[src/rtl/mod_sched_if.sv]
// Request/result bundle for mod_sched: two operand requesters plus the shared result port.
// The master side drives requests; the slave side (the scheduler) accepts and returns results.
interface mod_sched_if;
    logic        req0_valid;
    logic [31:0] req0_a;
    logic [31:0] req0_b;
    logic        req0_ready;
    logic        req1_valid;
    logic [31:0] req1_a;
    logic [31:0] req1_b;
    logic        req1_ready;
    logic        res_valid;
    logic        res_id;
    logic [31:0] res_value;
    logic        res_dz;
    logic        busy;

    modport master (
        output req0_valid, req0_a, req0_b, req1_valid, req1_a, req1_b,
        input  req0_ready, req1_ready, res_valid, res_id, res_value, res_dz, busy
    );

    modport slave (
        input  req0_valid, req0_a, req0_b, req1_valid, req1_a, req1_b,
        output req0_ready, req1_ready, res_valid, res_id, res_value, res_dz, busy
    );
endinterface

[src/rtl/mod_sched.sv]
// mod_sched: two-requester unsigned A mod B by repeated subtraction, one operation at a time.
// Define MOD_SCHED_RR_EN for round-robin arbitration; otherwise requester 0 has fixed priority.
//   state | meaning
//   IDLE  | waiting for a request; the granted requester sees ready
//   ITER  | subtracting b from rem until rem < b (or b == 0)
//   DONE  | res_valid pulse cycle, back to IDLE next edge
module mod_sched (
    input  logic       clk,
    input  logic       reset,
    mod_sched_if.slave bus
);
    typedef enum logic [1:0] {IDLE = 2'd0, ITER = 2'd1, DONE = 2'd2} state_t;

    state_t      state_q;
    logic [31:0] a_q;
    logic [31:0] b_q;
    logic [31:0] rem_q;
    logic [31:0] rem_d;
    logic        id_q;
    logic        res_valid_q;
    logic        res_id_q;
    logic [31:0] res_value_q;
    logic        res_dz_q;

    logic        gnt0;
    logic        gnt1;
    logic        ready0;
    logic        ready1;
    logic        accept;
    logic        win_id;
    logic [31:0] acc_a;
    logic [31:0] acc_b;

`ifdef MOD_SCHED_RR_EN
    logic ptr_q;
    logic ptr_d;

    always_comb begin
        gnt0 = bus.req0_valid && (!bus.req1_valid || !ptr_q);
        gnt1 = bus.req1_valid && (!bus.req0_valid || ptr_q);
    end

    // Pointer goes to the requester that just lost its turn.
    assign ptr_d = ~win_id;
`else
    always_comb begin
        gnt0 = bus.req0_valid;
        gnt1 = bus.req1_valid && !bus.req0_valid;
    end
`endif

    assign ready0 = reset && (state_q == IDLE) && gnt0;
    assign ready1 = reset && (state_q == IDLE) && gnt1;
    assign accept = ready0 || ready1;
    assign win_id = ready1;
    assign acc_a  = win_id ? bus.req1_a : bus.req0_a;
    assign acc_b  = win_id ? bus.req1_b : bus.req0_b;
    assign rem_d  = rem_q - b_q;

    always_ff @(posedge clk) begin
        if (!reset) begin
            state_q     <= IDLE;
            a_q         <= '0;
            b_q         <= '0;
            rem_q       <= '0;
            id_q        <= 1'b0;
            res_valid_q <= 1'b0;
            res_id_q    <= 1'b0;
            res_value_q <= '0;
            res_dz_q    <= 1'b0;
`ifdef MOD_SCHED_RR_EN
            ptr_q       <= 1'b0;
`endif
        end else begin
            res_valid_q <= 1'b0;
            case (state_q)
                IDLE: begin
                    if (accept) begin
                        a_q     <= acc_a;
                        b_q     <= acc_b;
                        rem_q   <= acc_a;
                        id_q    <= win_id;
                        state_q <= ITER;
`ifdef MOD_SCHED_RR_EN
                        ptr_q   <= ptr_d;
`endif
                    end
                end
                ITER: begin
                    if (b_q == '0) begin
                        res_value_q <= a_q;
                        res_dz_q    <= 1'b1;
                        res_id_q    <= id_q;
                        res_valid_q <= 1'b1;
                        state_q     <= DONE;
                    end else if (rem_q < b_q) begin
                        res_value_q <= rem_q;
                        res_dz_q    <= 1'b0;
                        res_id_q    <= id_q;
                        res_valid_q <= 1'b1;
                        state_q     <= DONE;
                    end else begin
                        rem_q <= rem_d;
                    end
                end
                DONE: begin
                    state_q <= IDLE;
                end
                default: begin
                    state_q <= IDLE;
                end
            endcase
        end
    end

    assign bus.req0_ready = ready0;
    assign bus.req1_ready = ready1;
    assign bus.res_valid  = res_valid_q;
    assign bus.res_id     = res_id_q;
    assign bus.res_value  = res_value_q;
    assign bus.res_dz     = res_dz_q;
    assign bus.busy       = (state_q != IDLE);
endmodule

[src/flat_wrapper.sv]
// flat-port wrapper written by rule: the top's interface ports become plain ports
module mod_sched_flat 
  (clk, reset, bus_req0_valid, bus_req0_a, bus_req0_b, bus_req1_valid, bus_req1_a, bus_req1_b, bus_req0_ready, bus_req1_ready, bus_res_valid, bus_res_id, bus_res_value, bus_res_dz, bus_busy);
  mod_sched_if bus_i ();
  input  logic clk;
  input  logic reset;
  input wire logic [$bits(bus_i.req0_valid)-1:0] bus_req0_valid;
  input wire logic [$bits(bus_i.req0_a)-1:0] bus_req0_a;
  input wire logic [$bits(bus_i.req0_b)-1:0] bus_req0_b;
  input wire logic [$bits(bus_i.req1_valid)-1:0] bus_req1_valid;
  input wire logic [$bits(bus_i.req1_a)-1:0] bus_req1_a;
  input wire logic [$bits(bus_i.req1_b)-1:0] bus_req1_b;
  output wire logic [$bits(bus_i.req0_ready)-1:0] bus_req0_ready;
  output wire logic [$bits(bus_i.req1_ready)-1:0] bus_req1_ready;
  output wire logic [$bits(bus_i.res_valid)-1:0] bus_res_valid;
  output wire logic [$bits(bus_i.res_id)-1:0] bus_res_id;
  output wire logic [$bits(bus_i.res_value)-1:0] bus_res_value;
  output wire logic [$bits(bus_i.res_dz)-1:0] bus_res_dz;
  output wire logic [$bits(bus_i.busy)-1:0] bus_busy;
  assign bus_i.req0_valid = bus_req0_valid;
  assign bus_i.req0_a = bus_req0_a;
  assign bus_i.req0_b = bus_req0_b;
  assign bus_i.req1_valid = bus_req1_valid;
  assign bus_i.req1_a = bus_req1_a;
  assign bus_i.req1_b = bus_req1_b;
  assign bus_req0_ready = bus_i.req0_ready;
  assign bus_req1_ready = bus_i.req1_ready;
  assign bus_res_valid = bus_i.res_valid;
  assign bus_res_id = bus_i.res_id;
  assign bus_res_value = bus_i.res_value;
  assign bus_res_dz = bus_i.res_dz;
  assign bus_busy = bus_i.busy;
  mod_sched u_core (.clk(clk), .reset(reset), .bus(bus_i));
endmodule
[config.mk]
export PLATFORM = sky130hd
export DESIGN_NAME = mod_sched_flat
export DESIGN_NICKNAME = d
export VERILOG_FILES = /design/src/rtl/mod_sched_if.sv /design/src/rtl/mod_sched.sv /design/src/flat_wrapper.sv
export SDC_FILE = /design/constraint.sdc
export NUM_CORES = 1
export LEC_CHECK = 0
export CAP_MARGIN = 30
export CELL_PAD_IN_SITES_DETAIL_PLACEMENT = 1
export CELL_PAD_IN_SITES_GLOBAL_PLACEMENT = 2
export CORE_MARGIN = 10
export CORE_UTILIZATION = 31
export CTS_BUF_LIST = sky130_fd_sc_hd__clkbuf_4
export DETAILED_ROUTE_END_ITERATION = 7
export DONT_BUFFER_PORTS = 1
export PLACE_DENSITY_LB_ADDON = 0.1
export SKIP_CTS_REPAIR_TIMING = 1
export SLEW_MARGIN = 20
export SYNTH_ARGS = -nofsm -noshare
export SYNTH_HDL_FRONTEND = slang
export SYNTH_SLANG_ARGS = --single-unit
export TNS_END_PERCENT = 20
[constraint.sdc]
create_clock -name clk -period 6 [get_ports clk]
set_input_delay 0.9 -clock clk [delete_from_list [all_inputs] [get_ports clk]]
set_output_delay 0.9 -clock clk [all_outputs]
set_load 0.01 [all_outputs]
# [After elaboration in Yosys (flattened, before gate mapping)]
# Cells that the tools add are included.
# W data, S select, Z words.
[op_classes] n_addsub=1 magnitude_cmp=1 n_eq_ne=5 muxes=18 reduce_logical=16
[op_table] op="$mux W32" n=7
[op_table] op="$pmux W32 S2" n=1
[op_table] op="$logic_not A32 Y1" n=1
[op_table] op="$lt A32 B32 Y1" n=1
[op_table] op="$sub A32 B32 Y32" n=1
[op_table] op="$reduce_and A2 Y1" n=4
[op_table] op="$mux W1" n=6
[op_table] op="$mux W2" n=3
[op_table] op="$reduce_bool A2 Y1" n=3
[op_table] op="$logic_and A1 B1 Y1" n=4
[op_table] op="$ne A2 B2 Y1 const B" n=2
[op_table] op="$pmux W2 S2" n=1
[op_table] op="$reduce_and A4 Y1" n=1
[op_table] op="$ne A3 B1 Y1 const B" n=1
[op_table] op="$eq A2 B1 Y1 const B" n=1
[op_table] op="$logic_not A2 Y1" n=1
[op_table] op="$ne A2 B1 Y1 const B" n=1
[op_table] op="$logic_not A1 Y1" n=1
[op_table] op="$logic_or A1 B1 Y1" n=1
[word_totals] reg_bits=134 in_bits=132 output_inout_bits=38 word_cells=50

# [Longest topological paths before layout]
[logic_depth] word_depth=6 mapped_depth=14 ltp_nobuf=12

# [Least setup slack after synthesis]
# No wires, ideal clock.
[synth_timing] path_kind="input to output" startpoint="in reset" endpoint="out bus_req1_ready" arrival_ns=1.896 required_ns=5.100 slack_ns=3.204 cell_stages=5 path_buffers=3 cell_sequence="clkbuf_1 > nand4b_1 > buf_2 > clkinv_1 > clkbuf_1"
[synth_via] elab_chain_cells=2
[synth_rtl] element="from (decl)" line="flat_wrapper.sv:6" text="input logic reset;"
[synth_rtl] element="$logic_and A1 B1 Y1 (2 in series)" line="mod_sched.sv:53" text="assign ready1 = reset && (state_q == IDLE) && gnt1;"
[synth_rtl] element="to (decl)" line="flat_wrapper.sv:14" text="output wire logic [$bits(bus_i.req1_ready)-1:0] bus_req1_ready;"
# Every way passes these cells.

# [Worst setup path in the final report]
[layout_timing] startpoint="reg u_core.rem_q[0]" endpoint="reg u_core.res_value_q[3] (netlist: u_core.bus.res_value[3])"
[layout_via] elab_chain_cells=3
[layout_rtl] element="from (decl)" line="mod_sched.sv:17" text="logic [31:0] rem_q;"
[layout_rtl] element="from (signal assigned)" line="mod_sched.sv:103" text="rem_q <= rem_d;"
[layout_rtl] element="$lt A32 B32 Y1" line="mod_sched.sv:96" text="end else if (rem_q < b_q) begin"
[layout_rtl] element="$reduce_bool A2 Y1 (no line)"
[layout_rtl] element="$reduce_and A2 Y1 (no line)"
[layout_rtl] element="to (signal assigned)" line="mod_sched.sv:91" text="res_value_q <= a_q;"
[layout_rtl] element="to (signal assigned)" line="mod_sched.sv:97" text="res_value_q <= rem_q;"
[layout_rtl] element="to (decl)" line="mod_sched.sv:22" text="logic [31:0] res_value_q;"
# Every way passes these cells.
# A chain may end at the register's enable or synchronous reset.

==> results.toml <==
[run_status]
outcome = "finished clean"

[timing]
whs_ns = 0.436
slew_headroom_pct = 39.0
rsz0062_at_grt = "false"
max_freq_ghz = 0.256
slew_violations = 0
finalSetupViolations = 0
period_share_pct = 65.2
hold_violations = 0
fin_worst_skew_ns = 0.0282
finalCriticalPeriod_ns = 3.91
setup_tns_ns = 0
worst_pin_slew_ns = 0.915

[drt]
route.detailed.drc = 0
totalWireLength_um = 27200
avgViaCountPerCell = 5.32
vias = 6831
wl_per_cell_um = 21.2
dr.pass1.iters = 4
antenna_left = 0
first_iter_violations = 285

[global_routing]
grt_max_degree = 70
grt_use_met2_pct = 20.8
grt_pass1_wl_um = 42400
grt_util_met1_pct = 25.5
top_usage_layer = "met1"
grt-ovfl-total = 0
grt_usage_pct = 16.2
first_global_vias = 6906
antenna_found_initial = 1
use_met3_pct = 4.14

[logic_synthesis]
synth_fp_nets = 1145
syn_area_per_cell_sq_um = 8.17
synthCells = 980
async_flop_share_pct = 0
yosysSeqAreaShare_pct = 33.5
synthesis.area_sq_mm = 0.00800
yosysUniqueCellTypes = 63
yosysWarnings = 0
synth_ff_type = "dfxtp_1"
ys_ff_latch = 134
synth_edf_count = 0

[finish]
drive_above_1_share_pct = 10.1
layout.nets = 1104
final_core_util_pct = 33.6
instances_no_fill = 1283
area_growth_pct = 6.32

[power]
peakVddDrop_v = 0.000198
p_leak_nw = 3.24
powerDensity_mw_per_mm2 = 484
power_mw = 4.12

[setup_path]
crit_arrival_ns = 4.39
reg2regPathDepth = 13
worstSetupEndpoint = "u_core.bus.res_value[3]$_SDFFE_PN0P_"
crit_start = "u_core.rem_q[0]$_SDFFE_PN0P_"
cp-end-kind = "flip-flop"
path_common_cell = "a211oi_2"
crit_slowest_cell = "o21a_2"
path_cells = "inv_1, ha_1, inv_1, fa_1, a211oi_2, o21bai_2, o211ai_2, a211oi_2, nor3_2, o21a_2, buf_4, nor2_1, a211oi_2"
crit_family = "compound AO/OA/AOI/OAI gates"
r2r-start = "u_core.rem_q[0]$_SDFFE_PN0P_"
path_class = "flip-flop to flip-flop"
worst_setup_path_start_kind = "flip-flop"
slowest_delay_ns = 0.70
r2r_slack_ns = 2.09
required_ns = 6.48
cp_max_fo = 36
cp.depth = 13
rr_endpoint = "u_core.bus.res_value[3]$_SDFFE_PN0P_"
path_buf_inv = 3

[clocking]
cts_max_path_buffers = 2
cts.clk_slew.worst_paths_ns = 0.15
clkLatencyLatePin_ns = 0.56
cts.htree.levels = 4
cts_tree = "done"
clock_sinks = 134
numCtsBuffers = 17
cts_root_buf = "clkbuf_4"

[floorplan]
die_y_um = 181
die_w_um = 181
core.rowCount = 58
core-area_sq_mm = 0.0253
start_util_pct = 31.6
die-area_sq_mm = 0.0326
pin_count = 170

[place]
placed_cells = 1250
place_hpwl_um = 20300
io_buffers = 0
gp_congestion = 0.793

[hold_path]
min_path_type = "input pin to flip-flop"
whs_path_depth = 1

[run]
cap_violations = 0
registers in the layout, summed over array words and instances (netlist names), 2 cells and up:
register,count
u_core.a_q,32
u_core.b_q,32
u_core.bus.res_value,32
u_core.rem_q,32
u_core.state_q,2
cells in the mapped netlist (all sizes together), types with 2 or more instances:
| cell type | instances | area (sq um) |
|---|---|---|
| nor2 | 141 | 529 |
| dfxtp | 134 | 2680 |
| nand2 | 117 | 439 |
| a211oi | 73 | 738 |
| a21oi | 71 | 359 |
| mux2i | 68 | 681 |
| clkbuf | 47 | 179 |
| inv | 38 | 143 |
| o21ai | 38 | 190 |
| a311oi | 34 | 304 |
| ha | 32 | 400 |
| buf | 23 | 154 |
| a21o | 17 | 128 |
| o211ai | 12 | 95.1 |
| xnor2 | 12 | 105 |
| and3 | 11 | 68.8 |
| nand3 | 10 | 50.1 |
| nor4 | 10 | 62.6 |
| xor2 | 10 | 87.6 |
| nor3 | 9 | 50.1 |
| nand4 | 7 | 43.8 |
| o21a | 7 | 53.8 |
| o21bai | 6 | 48.8 |
| and2 | 5 | 31.3 |
| nand2b | 5 | 31.3 |
| or3 | 5 | 31.3 |
| a31oi | 4 | 31.3 |
| o41ai | 4 | 35.0 |
| or2 | 4 | 25.0 |
| a211o | 2 | 17.5 |
| a41oi | 2 | 17.5 |
| nand4b | 2 | 17.5 |
| nor2b | 2 | 12.5 |
| o2111ai | 2 | 17.5 |
| o31ai | 2 | 20.0 |
how the worst min path moves through the flow:
stage,startpoint,end,slack [ns]
2_1_floorplan,u_core.id_q$_SDFFE_PN0P_,u_core.bus.res_id$_SDFFE_PN0P_,0.44
3_3_place_gp,u_core.id_q$_SDFFE_PN0P_,u_core.bus.res_id$_SDFFE_PN0P_,0.46
3_5_place_dp,u_core.id_q$_SDFFE_PN0P_,u_core.bus.res_id$_SDFFE_PN0P_,0.46
4_1_cts,bus_req0_valid,u_core.id_q$_SDFFE_PN0P_,0.37
5_1_grt,bus_req0_valid,u_core.id_q$_SDFFE_PN0P_,0.38
6_report,bus_req0_valid,u_core.id_q$_SDFFE_PN0P_,0.44
power by group:
part,switching (mW),internal (mW),leakage [nW]
logic,1.31,0.782,1.98
registers,0.207,1.09,1.10
clock network,0.430,0.307,0.165
total,1.94,2.17,3.24
stage by stage:
step                      instance area, sq um  setup slack (ns)
after floorplan                           8000              3.20
after global placement                    8180              2.14
after detailed placement                  8180              2.09
after CTS                                 8510              2.04
after global routing                      8510              1.71
final                                     8510              2.09
cell families (layout without fill, tap and decap cells):
family / Yosys count / count (layout) / synth area share [%]
flops: 134 / 134 / 33.5
other cells: 0 / 1 / 0
xor+xnor: 22 / 22 / 2.41
mux: 68 / 68 / 8.51
buf+inv: 109 / 81 / 5.99
fa+ha+maj: 33 / 33 / 5.25
compound gates: 284 / 284 / 26.7
simple gates: 330 / 330 / 17.6
layer usage:
| metal | part of all wire [%] | vias to the layer above |
|---|---|---|
| met5 | 0 | - |
| met4 | 0.71 | 0 |
| met3 | 6.5 | 11 |
| met2 | 37 | 180 |
| met1 | 55 | 3184 |
| li1 | - | 3456 |
worst register-to-register path, cell delays in order, from the launching register on:
cell and delay [ns]:
dfxtp_1 0.35, inv_1 0.05, ha_1 0.15, inv_1 0.06, fa_1 0.49, a211oi_2 0.27
o21bai_2 0.16, o211ai_2 0.27, a211oi_2 0.11, nor3_2 0.39, o21a_2 0.70, buf_4 0.52
nor2_1 0.12, a211oi_2 0.21
cell type report:
| cell class | count | area (sq um) |
|---|---|---|
| fill | 3087 | 16800 |
| clock inverter | 14 | 188 |
| tap | 330 | 413 |
| clock buffer | 18 | 135 |
| inverter | 39 | 149 |
| antenna | 1 | 2.50 |
| timing repair buffer | 10 | 75.1 |
| multi-input combinational | 737 | 4860 |
| sequential | 134 | 2680 |
placed cells by master (no fill, tap or decap), types with 12 or more instances in the layout:
cell | synthesis | layout
a211oi_2 | 38 | 38
a311oi_1 | 33 | 33
ha_1 | 32 | 32
mux2i_1 | 68 | 68
a21o_1 | 17 | 17
nor2_1 | 141 | 140
a21oi_1 | 70 | 70
xnor2_1 | 12 | 12
clkbuf_4 | 0 | 18
o21ai_0 | 33 | 33
dfxtp_1 | 134 | 134
inv_1 | 38 | 37
nand2_1 | 117 | 117
a211oi_1 | 35 | 35
Note: power is estimated with default switching activity, not from simulation.
